==> src/rtl/gf180mcu_fd_sc_mcu7t5v0__and_tree_pipe_if.sv <==
// Sample bus of the pipelined AND-reduction tree: EN/VI/A/INV in, Z/VO out.
interface gf180mcu_fd_sc_mcu7t5v0__and_tree_pipe_if #(
   parameter int WIDTH = 16
);
   logic             EN;
   logic             VI;
   logic [WIDTH-1:0] A;
   logic             INV;
   logic             Z;
   logic             VO;

   modport master (output EN, VI, A, INV, input Z, VO);
   modport slave  (input EN, VI, A, INV, output Z, VO);
endinterface

==> src/rtl/gf180mcu_fd_sc_mcu7t5v0__and_tree_pipe.sv <==
// Pipelined wide AND/NAND reduction: WIDTH bits through a tree of RADIX-input
// AND nodes, optional register per level, valid and INV carried alongside.
module gf180mcu_fd_sc_mcu7t5v0__and_tree_pipe #(
   parameter int WIDTH = 16,
   parameter int RADIX = 4,
   parameter int PIPE  = 1
) (
   input logic CLK,
   input logic RN,
   gf180mcu_fd_sc_mcu7t5v0__and_tree_pipe_if.slave bus
);

   function automatic int nodes_at(input int k);
      int n;
      n = WIDTH;
      for (int i = 0; i < k; i++) n = (n + RADIX - 1) / RADIX;
      return n;
   endfunction

   function automatic int calc_levels();
      int n, l;
      n = WIDTH;
      l = 0;
      if (RADIX < 2) return 1;
      while (n > 1) begin
         n = (n + RADIX - 1) / RADIX;
         l++;
      end
      return (l < 1) ? 1 : l;
   endfunction

   localparam int LEVELS = calc_levels();

   if (WIDTH < 1 || WIDTH > 64) begin : g_bad_width
      $error("and_tree_pipe: WIDTH=%0d outside 1..64", WIDTH);
   end
   if (RADIX < 2 || RADIX > 4) begin : g_bad_radix
      $error("and_tree_pipe: RADIX=%0d outside 2..4", RADIX);
   end
   if (PIPE != 0 && PIPE != 1) begin : g_bad_pipe
      $error("and_tree_pipe: PIPE=%0d not 0 or 1", PIPE);
   end

   for (genvar k = 1; k <= LEVELS; k++) begin : lv
      localparam int NP = nodes_at(k - 1);
      localparam int N  = nodes_at(k);

      logic [NP-1:0]      src;
      logic               v_src;
      logic               i_src;
      logic [RADIX*N-1:0] pad;
      logic [N-1:0]       c;

      // Level input: raw bus, previous level's register, or previous level's logic
      if (k == 1) begin : g_src
         assign src   = bus.A;
         assign v_src = bus.VI;
         assign i_src = bus.INV;
      end else if (PIPE != 0) begin : g_src
         assign src   = lv[k-1].g_reg.q;
         assign v_src = lv[k-1].g_reg.v_q;
         assign i_src = lv[k-1].g_reg.i_q;
      end else begin : g_src
         assign src   = lv[k-1].c;
         assign v_src = lv[k-1].v_src;
         assign i_src = lv[k-1].i_src;
      end

      // Short last group is filled with 1s so it does not disturb the AND
      always_comb begin
         pad         = '1;
         pad[NP-1:0] = src;
      end

      for (genvar j = 0; j < N; j++) begin : nd
         assign c[j] = &pad[j*RADIX +: RADIX];
      end

      if (k == LEVELS) begin : g_out
         always_ff @(posedge CLK or negedge RN) begin
            if (!RN) begin
               bus.VO <= 1'b0;
               bus.Z  <= 1'b0;
            end else if (bus.EN) begin
               bus.VO <= v_src;
               if (v_src) bus.Z <= i_src ? ~c[0] : c[0];
            end
         end
      end else if (PIPE != 0) begin : g_reg
         logic [N-1:0] q;
         logic         v_q;
         logic         i_q;

         // Data and INV only load behind a valid sample; bubbles leave them idle
         always_ff @(posedge CLK or negedge RN) begin
            if (!RN) begin
               q   <= '0;
               v_q <= 1'b0;
               i_q <= 1'b0;
            end else if (bus.EN) begin
               v_q <= v_src;
               if (v_src) begin
                  q   <= c;
                  i_q <= i_src;
               end
            end
         end
      end
   end

endmodule

==> src/flat_wrapper.sv <==
// flat-port wrapper written by rule: the top's interface ports become plain ports
module gf180mcu_fd_sc_mcu7t5v0__and_tree_pipe_flat 
#(
   parameter int WIDTH = 16,
   parameter int RADIX = 4,
   parameter int PIPE  = 1
)
  (CLK, RN, bus_EN, bus_VI, bus_A, bus_INV, bus_Z, bus_VO);
  gf180mcu_fd_sc_mcu7t5v0__and_tree_pipe_if #(.WIDTH(WIDTH)) bus_i ();
  input logic CLK;
  input logic RN;
  input wire logic [$bits(bus_i.EN)-1:0] bus_EN;
  input wire logic [$bits(bus_i.VI)-1:0] bus_VI;
  input wire logic [$bits(bus_i.A)-1:0] bus_A;
  input wire logic [$bits(bus_i.INV)-1:0] bus_INV;
  output wire logic [$bits(bus_i.Z)-1:0] bus_Z;
  output wire logic [$bits(bus_i.VO)-1:0] bus_VO;
  assign bus_i.EN = bus_EN;
  assign bus_i.VI = bus_VI;
  assign bus_i.A = bus_A;
  assign bus_i.INV = bus_INV;
  assign bus_Z = bus_i.Z;
  assign bus_VO = bus_i.VO;
  gf180mcu_fd_sc_mcu7t5v0__and_tree_pipe #(.WIDTH(WIDTH), .RADIX(RADIX), .PIPE(PIPE)) u_core (.CLK(CLK), .RN(RN), .bus(bus_i));
endmodule
==> config.mk <==
export PLATFORM = sky130hd
export DESIGN_NAME = gf180mcu_fd_sc_mcu7t5v0__and_tree_pipe_flat
export DESIGN_NICKNAME = d
export VERILOG_FILES = /design/src/rtl/gf180mcu_fd_sc_mcu7t5v0__and_tree_pipe_if.sv /design/src/rtl/gf180mcu_fd_sc_mcu7t5v0__and_tree_pipe.sv /design/src/flat_wrapper.sv
export SDC_FILE = /design/constraint.sdc
export NUM_CORES = 1
export LEC_CHECK = 0
export BUFFER_PORTS_ARGS = -buffer_cell sky130_fd_sc_hd__buf_2
export CORE_AREA = 2 2 39 41
export DETAILED_ROUTE_END_ITERATION = 10
export DIE_AREA = 0 0 41 43
export GPL_ROUTABILITY_DRIVEN = 1
export PLACE_DENSITY = 0.64
export REMOVE_ABC_BUFFERS = 1
export SETUP_SLACK_MARGIN = 0.4
export SYNTH_ARGS = -nofsm -noshare
export SYNTH_HDL_FRONTEND = slang
export SYNTH_SLANG_ARGS = --single-unit
export TNS_END_PERCENT = 20
==> constraint.sdc <==
create_clock -name CLK -period 1.4 [get_ports CLK]
set_clock_uncertainty 0.2 [all_clocks]
set_input_delay 0.07 -clock CLK [delete_from_list [all_inputs] [get_ports CLK]]
set_output_delay 0.07 -clock CLK [all_outputs]
set_load 0.01 [all_outputs]
==> results_dict.tcl, run 1 <==
set metrics [dict create \
    coreArea_sq_um 1380 \
    synthesis.area_sq_um 332 \
    post-route-drc-count 0 \
    io_buffers 22 \
    slowest_stage "sky130_fd_sc_hd__dfrtp_1" \
    rr_worst_depth 3 \
    worst-path-buf-inv 1 \
    max_freq_mhz 973 \
    route.detailed.vias_per_inst 4.22 \
    r2r-start "u_core.lv[1].g_reg.q[2]" \
    crit_path_cell_trace "buf_2" \
    postLayoutCoreUtil_pct 47.8 \
    critPathCaptureType "primary output" \
    clk_latency_worst_skew_pair_ps 250 \
    violations "hold timing" \
    route.antenna.remaining_nets 0 \
    p_sw_share_pct 23.1 \
    min_from "bus_INV" \
    net-switching-power_uw 130 \
    antenna_found_initial 0 \
    finish.net_count 97 \
    top_usage_layer "met2" \
    post_route_cells_drive_above_1_share_pct 37.8 \
    min_path_cells 2 \
    finalHoldViolations 15 \
    timing.critical_path.from_type "register" \
    worstMarginPinSlew_ps 178 \
    r2r_slack_ps 390 \
    grt.met2_usage_pct 24.4 \
    yosys_warn_count 0 \
    hold_path_end "u_core.lv[1].g_reg.i_q" \
    power.density_nw_per_um2 849 \
    cts.htree.levels 1 \
    period_share_pct 73.4 \
    placementRows 14 \
    slew_violations 0 \
    maxCapViolations 0 \
    synthesis.instances 31 \
    num_antenna_cells 0 \
    tritoncts "done" \
    grt_max_degree 11 \
    synthDistinctLibCells 8 \
    cts_buffer_depth 2 \
    die_y_um 43 \
    groute.usage.overall_pct 14.0 \
    holdCritPathClass "input pin to register" \
    clockPowerShare_pct 30.5 \
    cts.sinks 8 \
    clk_pin_slew_ps 50 \
    leak_pwr_uw 0.000328 \
    layout_filler_cell_count 131 \
    worst_hold_slack_ps -149 \
    yosysSeqAreaShare_pct 60.4 \
    seqPwrFrac_pct 47.1 \
    chipWidth_um 41 \
    dr.pass1.iters 3 \
    finalWorstPathRequiredPeriod_ps 1030 \
    postSynthAreaPerCell_sq_um 10.7 \
    rsz_0062_raised_after_global_routing "yes" \
    timing.critical_path.max_delay_family "flip-flops" \
    timing.max_slew.rel_slack_pct 88.0 \
    globalRoute.totalOverflow 0 \
    worst_vdd_ir_uv 395 \
    drt-total-wl_um 915 \
    run_status "complete, but fails checks" \
    grt_first_pass_wirelength_um 1500 \
    globalRouteMet3Util_pct 7.85 \
    slowest_delay_ps 370 \
    worstPathArrival_ps 760 \
    grt_pass1_vias 391 \
    area.growth.synth_to_final_pct 99.6 \
    met1_usage_pct 11.0 \
    ys_seq_elements 8 \
    initial_utilization_pct 24.0 \
    wire_per_inst_um 10.2 \
    iter_0_drt_violations 2 \
    power.internal_uw 432 \
    p_comb_share_pct 22.5 \
    setup_viol_count_final 0 \
    worst-setup-path-type "register to primary output" \
    num_ports 23 \
    number_of_buffers_created_by_cts 3 \
    number_of_stages_on_the_worst_setup_path 1 \
    totalNegativeSetupSlack_ps 0 \
    critPathMaxFanout 2 \
    design.die.area_sq_um 1760 \
    required_ps 1130 \
    worstReg2RegEnd "u_core.bus.Z" \
    post_cts_hold_buffer_count 17 \
    clock_tree.root_cell "sky130_fd_sc_hd__clkbuf_4" \
    via_count 380 \
    final_weighted_congestion_in_routability_driven_placement 0.737 \
]
==> state kept, by name (all words and copies together), names as in the netlist <==
name / cells
u_core.lv.g_reg.q: 4
u_core.bus.VO: 1
u_core.bus.Z: 1
u_core.lv.g_reg.i_q: 1
u_core.lv.g_reg.v_q: 1
==> cell families after synthesis <==
| kind of cell | after synthesis | share of synthesized area (%) |
|---|---|---|
| compound gates | 7 | 10.6 |
| simple gates | 12 | 19.6 |
| flops | 8 | 60.4 |
| buf+inv | 2 | 2.26 |
| xor+xnor | 1 | 2.64 |
| mux | 1 | 4.53 |
==> worst max-delay path by stage <==
stage / startpoint / to / slack (ps)
after floorplan: u_core.lv[1].g_reg.q[3] / u_core.bus.Z / 420
after global placement: u_core.lv[1].g_reg.q[3] / u_core.bus.Z / 410
after detailed placement: u_core.lv[1].g_reg.q[2] / u_core.bus.Z / 380
after CTS: u_core.bus.VO / bus_VO / 360
after global routing: u_core.bus.Z / bus_Z / 330
final: u_core.bus.VO / bus_VO / 370
==> cell usage in the layout (no fill, tap or decap) <==
master,n
sky130_fd_sc_hd__buf_2,22
sky130_fd_sc_hd__buf_4,1
sky130_fd_sc_hd__clkbuf_4,3
sky130_fd_sc_hd__dfrtp_1,8
sky130_fd_sc_hd__dlygate4sd3_1,17
sky130_fd_sc_hd__inv_1,2
sky130_fd_sc_hd__mux2_4,1
sky130_fd_sc_hd__nand2_1,6
sky130_fd_sc_hd__nand2_4,1
sky130_fd_sc_hd__nand4_1,5
sky130_fd_sc_hd__o21ai_0,6
sky130_fd_sc_hd__o21ai_1,1
sky130_fd_sc_hd__xor2_1,1
==> layout make-up <==
type	count	area [sq um]	area share, %
Multi-Input combinational cell	21	124	18.7
Clock buffer	3	22.5	3.40
Timing Repair Buffer	40	288	43.5
Sequential cell	8	200	30.2
Tap cell	16	20.0	3.02
Inverter	2	7.51	1.13
==> synthesized netlist by cell type <==
master	count	area share, %
sky130_fd_sc_hd__nand2_4	1	3.4
sky130_fd_sc_hd__mux2_4	1	4.5
sky130_fd_sc_hd__inv_1	2	2.3
sky130_fd_sc_hd__o21ai_0	7	11
sky130_fd_sc_hd__nand2_1	6	6.8
sky130_fd_sc_hd__dfrtp_1	8	60
sky130_fd_sc_hd__xor2_1	1	2.6
sky130_fd_sc_hd__nand4_1	5	9.4
==> power groups by stage <==
stage	Sequential (uW)	Combinational [uW]	Clock, uW
after floorplan	272	26.8	0
after global placement	268	76.7	0
after detailed placement	269	78.6	0
after CTS	264	124	183
after global routing	267	140	195
final	265	126	171
==> layer usage <==
layer,wire [um],up-vias
met2,546,16
li1,-,196
met3,56,0
met4,0,0
met1,312,168
met5,0,-
==> metrics by stage <==
step | area [sq um] | total power [uW] | setup WS (ps) | hold WS (ps) | cells
final | 662 | 562 | 372 | -149 | 90
after global routing | 662 | 601 | 333 | -167 | 90
after CTS | 662 | 571 | 359 | -157 | 90
after detailed placement | 462 | 347 | 379 | -280 | 69
after global placement | 462 | 345 | 414 | -284 | 69
after floorplan | 332 | 299 | 424 | -426 | 31
==> timing repair <==
item,in CTS,in global routing
cloned,0,0
endpoints found under the setup margin,3,6
gates resized for setup,0,1
endpoints found under the hold margin,16,6
buffers inserted,1,0
No activity file was read; power rests on OpenSTA's default activity.
==> run 2: changes to the inputs <==
- PLACE_DENSITY: 0.64 -> 0.66
- clock period: 1.4 -> 0.8 ns (I/O delays scaled with it)
==> results_dict.tcl, run 2 (same netlist as run 1, synthesis figures left out) <==
set metrics [dict create \
    run_status "complete, but fails checks" \
    violations "hold timing, setup timing" \
    grt_first_pass_wirelength_um 1110 \
    worst_hold_slack_ps -584 \
    multi_input_combinational_cell_area_sq_um 126 \
    timing.max_slew.rel_slack_pct 88.3 \
    fin_ws_ps -225 \
    io_buffers 22 \
    timing.critical_path.from_type "register" \
    num_ports 23 \
    totalPowerFinal_uw 936 \
    final_weighted_congestion_in_routability_driven_placement 0.720 \
    placement.cell_area_sq_um 477 \
    worstMarginPinSlew_ps 176 \
    cts.htree.levels 1 \
    coreArea_sq_um 1380 \
    die_y_um 43 \
    initial_utilization_pct 24.0 \
    chipWidth_um 41 \
    met1_usage_pct 9.90 \
    cts_buffer_depth 2 \
    globalRoute.totalOverflow 0 \
    iter_0_drt_violations 3 \
    cts.sinks 8 \
    wire_per_inst_um 9.19 \
    final_common_cell "sky130_fd_sc_hd__buf_2" \
    tritoncts "done" \
    finish.net_count 82 \
    period_share_pct 128 \
    antenna_found_initial 0 \
    design.die.area_sq_um 1760 \
    slew_violations 0 \
    dp_hpwl_um 553 \
    num_antenna_cells 0 \
    dr.pass1.iters 2 \
    postLayoutCoreUtil_pct 36.8 \
    placementRows 14 \
    slowest_delay_ps 380 \
    worstPathArrival_ps 960 \
    grt.met2_usage_pct 15.6 \
    finalHoldViolations 15 \
    grt_max_degree 10 \
    worst-setup-path-type "register to register" \
    layout_common_cells "22 x sky130_fd_sc_hd__buf_2, 8 x sky130_fd_sc_hd__dfrtp_1, 6 x sky130_fd_sc_hd__o21ai_1" \
    critPathCaptureType "register" \
    route.detailed.vias_per_inst 4.33 \
    setup_viol_count_final 8 \
    slowest_stage "sky130_fd_sc_hd__dfrtp_1" \
    max_freq_mhz 975 \
    globalRouteMet3Util_pct 3.14 \
    crit_path_cell_trace "nand4_1 > xor2_1 > o21ai_1" \
    finalWorstPathRequiredPeriod_ps 1030 \
    rr_worst_depth 3 \
    top_usage_layer "met2" \
    area.growth.synth_to_final_pct 53.6 \
    power.density_nw_per_um2 1840 \
    totalNegativeSetupSlack_ps -852 \
    maxCapViolations 0 \
    largest_register_ffs 4 \
    layout_filler_cell_count 154 \
    worst_vdd_ir_uv 584 \
    clk_pin_slew_ps 50 \
    clock_tree.root_cell "sky130_fd_sc_hd__clkbuf_4" \
    post_route_cells_drive_above_1_share_pct 52.5 \
    sequential_cell_area_sq_um 200 \
    register_with_the_most_flip_flops "u_core.lv.g_reg.q" \
    rsz_0062_raised_after_global_routing "yes" \
    number_of_buffers_created_by_cts 3 \
    via_count 325 \
    leak_pwr_uw 0.000266 \
    grt_pass1_vias 305 \
    required_ps 730 \
    route.antenna.remaining_nets 0 \
    groute.usage.overall_pct 9.62 \
    post-route-drc-count 0 \
    post-place-ws_ps -219 \
    design_area_sq_um 509 \
    drt-total-wl_um 689 \
    clk_latency_worst_skew_pair_ps 250 \
    holdCritPathClass "input pin to async pin" \
    r2r_slack_ps -230 \
    critPathMaxFanout 2 \
]
[run 2: cell types whose count changed in the layout (fill, tap and decap cells not counted)]
cell                            before  now
sky130_fd_sc_hd__dlygate4sd3_1      17    0
sky130_fd_sc_hd__o21ai_0             6    1
sky130_fd_sc_hd__buf_4               1    3
sky130_fd_sc_hd__o21ai_1             1    6
sky130_fd_sc_hd__nand2_2             0    1
sky130_fd_sc_hd__nand2_1             6    5
[run 2: layout make-up]
| type | instances | share of cell area (%) |
|---|---|---|
| Timing Repair Buffer | 25 | 26.0 |
| Inverter | 2 | 1.47 |
| Tap cell | 16 | 3.93 |
| Multi-Input combinational cell | 21 | 24.8 |
| Sequential cell | 8 | 39.3 |
| Clock buffer | 3 | 4.42 |
[run 2: where the power goes]
group | internal (uW) | switching [uW]
registers | 443 | 20.3
logic | 95.2 | 69.3
clock network | 172 | 137
[run 2: layer usage]
metal | wire (um) | vias up
met1 | 259 | 143
met3 | 65 | 0
met4 | 0 | 0
met5 | 0 | -
li1 | - | 166
met2 | 364 | 16
[run 2: path summary, 6_finish.rpt]
path / startpoint / endpoint
max in group asynchronous: RN / u_core.lv[1].g_reg.q[1]
min in group CLK: bus_INV / u_core.lv[1].g_reg.i_q
worst min-delay path: RN / u_core.bus.VO
worst min register to register: u_core.lv[1].g_reg.q[3] / u_core.lv[1].g_reg.q[3]
worst max register to register: u_core.lv[1].g_reg.q[2] / u_core.bus.Z
worst max-delay path: u_core.lv[1].g_reg.q[2] / u_core.bus.Z
[run 2: repair_timing]
item                       CTS  global route
pin swaps                    3             3
setup endpoints to repair   10            10
hold endpoints to repair    15            15
buffers inserted             1             0
resized for setup            7             0
[run 2: critical path: cells and delay by family, from the launching register on]
kind | cells | cell delay [ps]
AO/OA/AOI/OAI | 1 | 90
AND/OR/NAND/NOR | 1 | 100
flip-flops | 1 | 380
XOR/XNOR | 1 | 140
[run 2: metrics by stage]
stage	hold WS [ps]	cells
3_3_place_gp	-315	71
3_5_place_dp	-312	71
2_1_floorplan	-456	31
6_report	-584	75
4_1_cts	-587	75
5_1_grt	-576	75
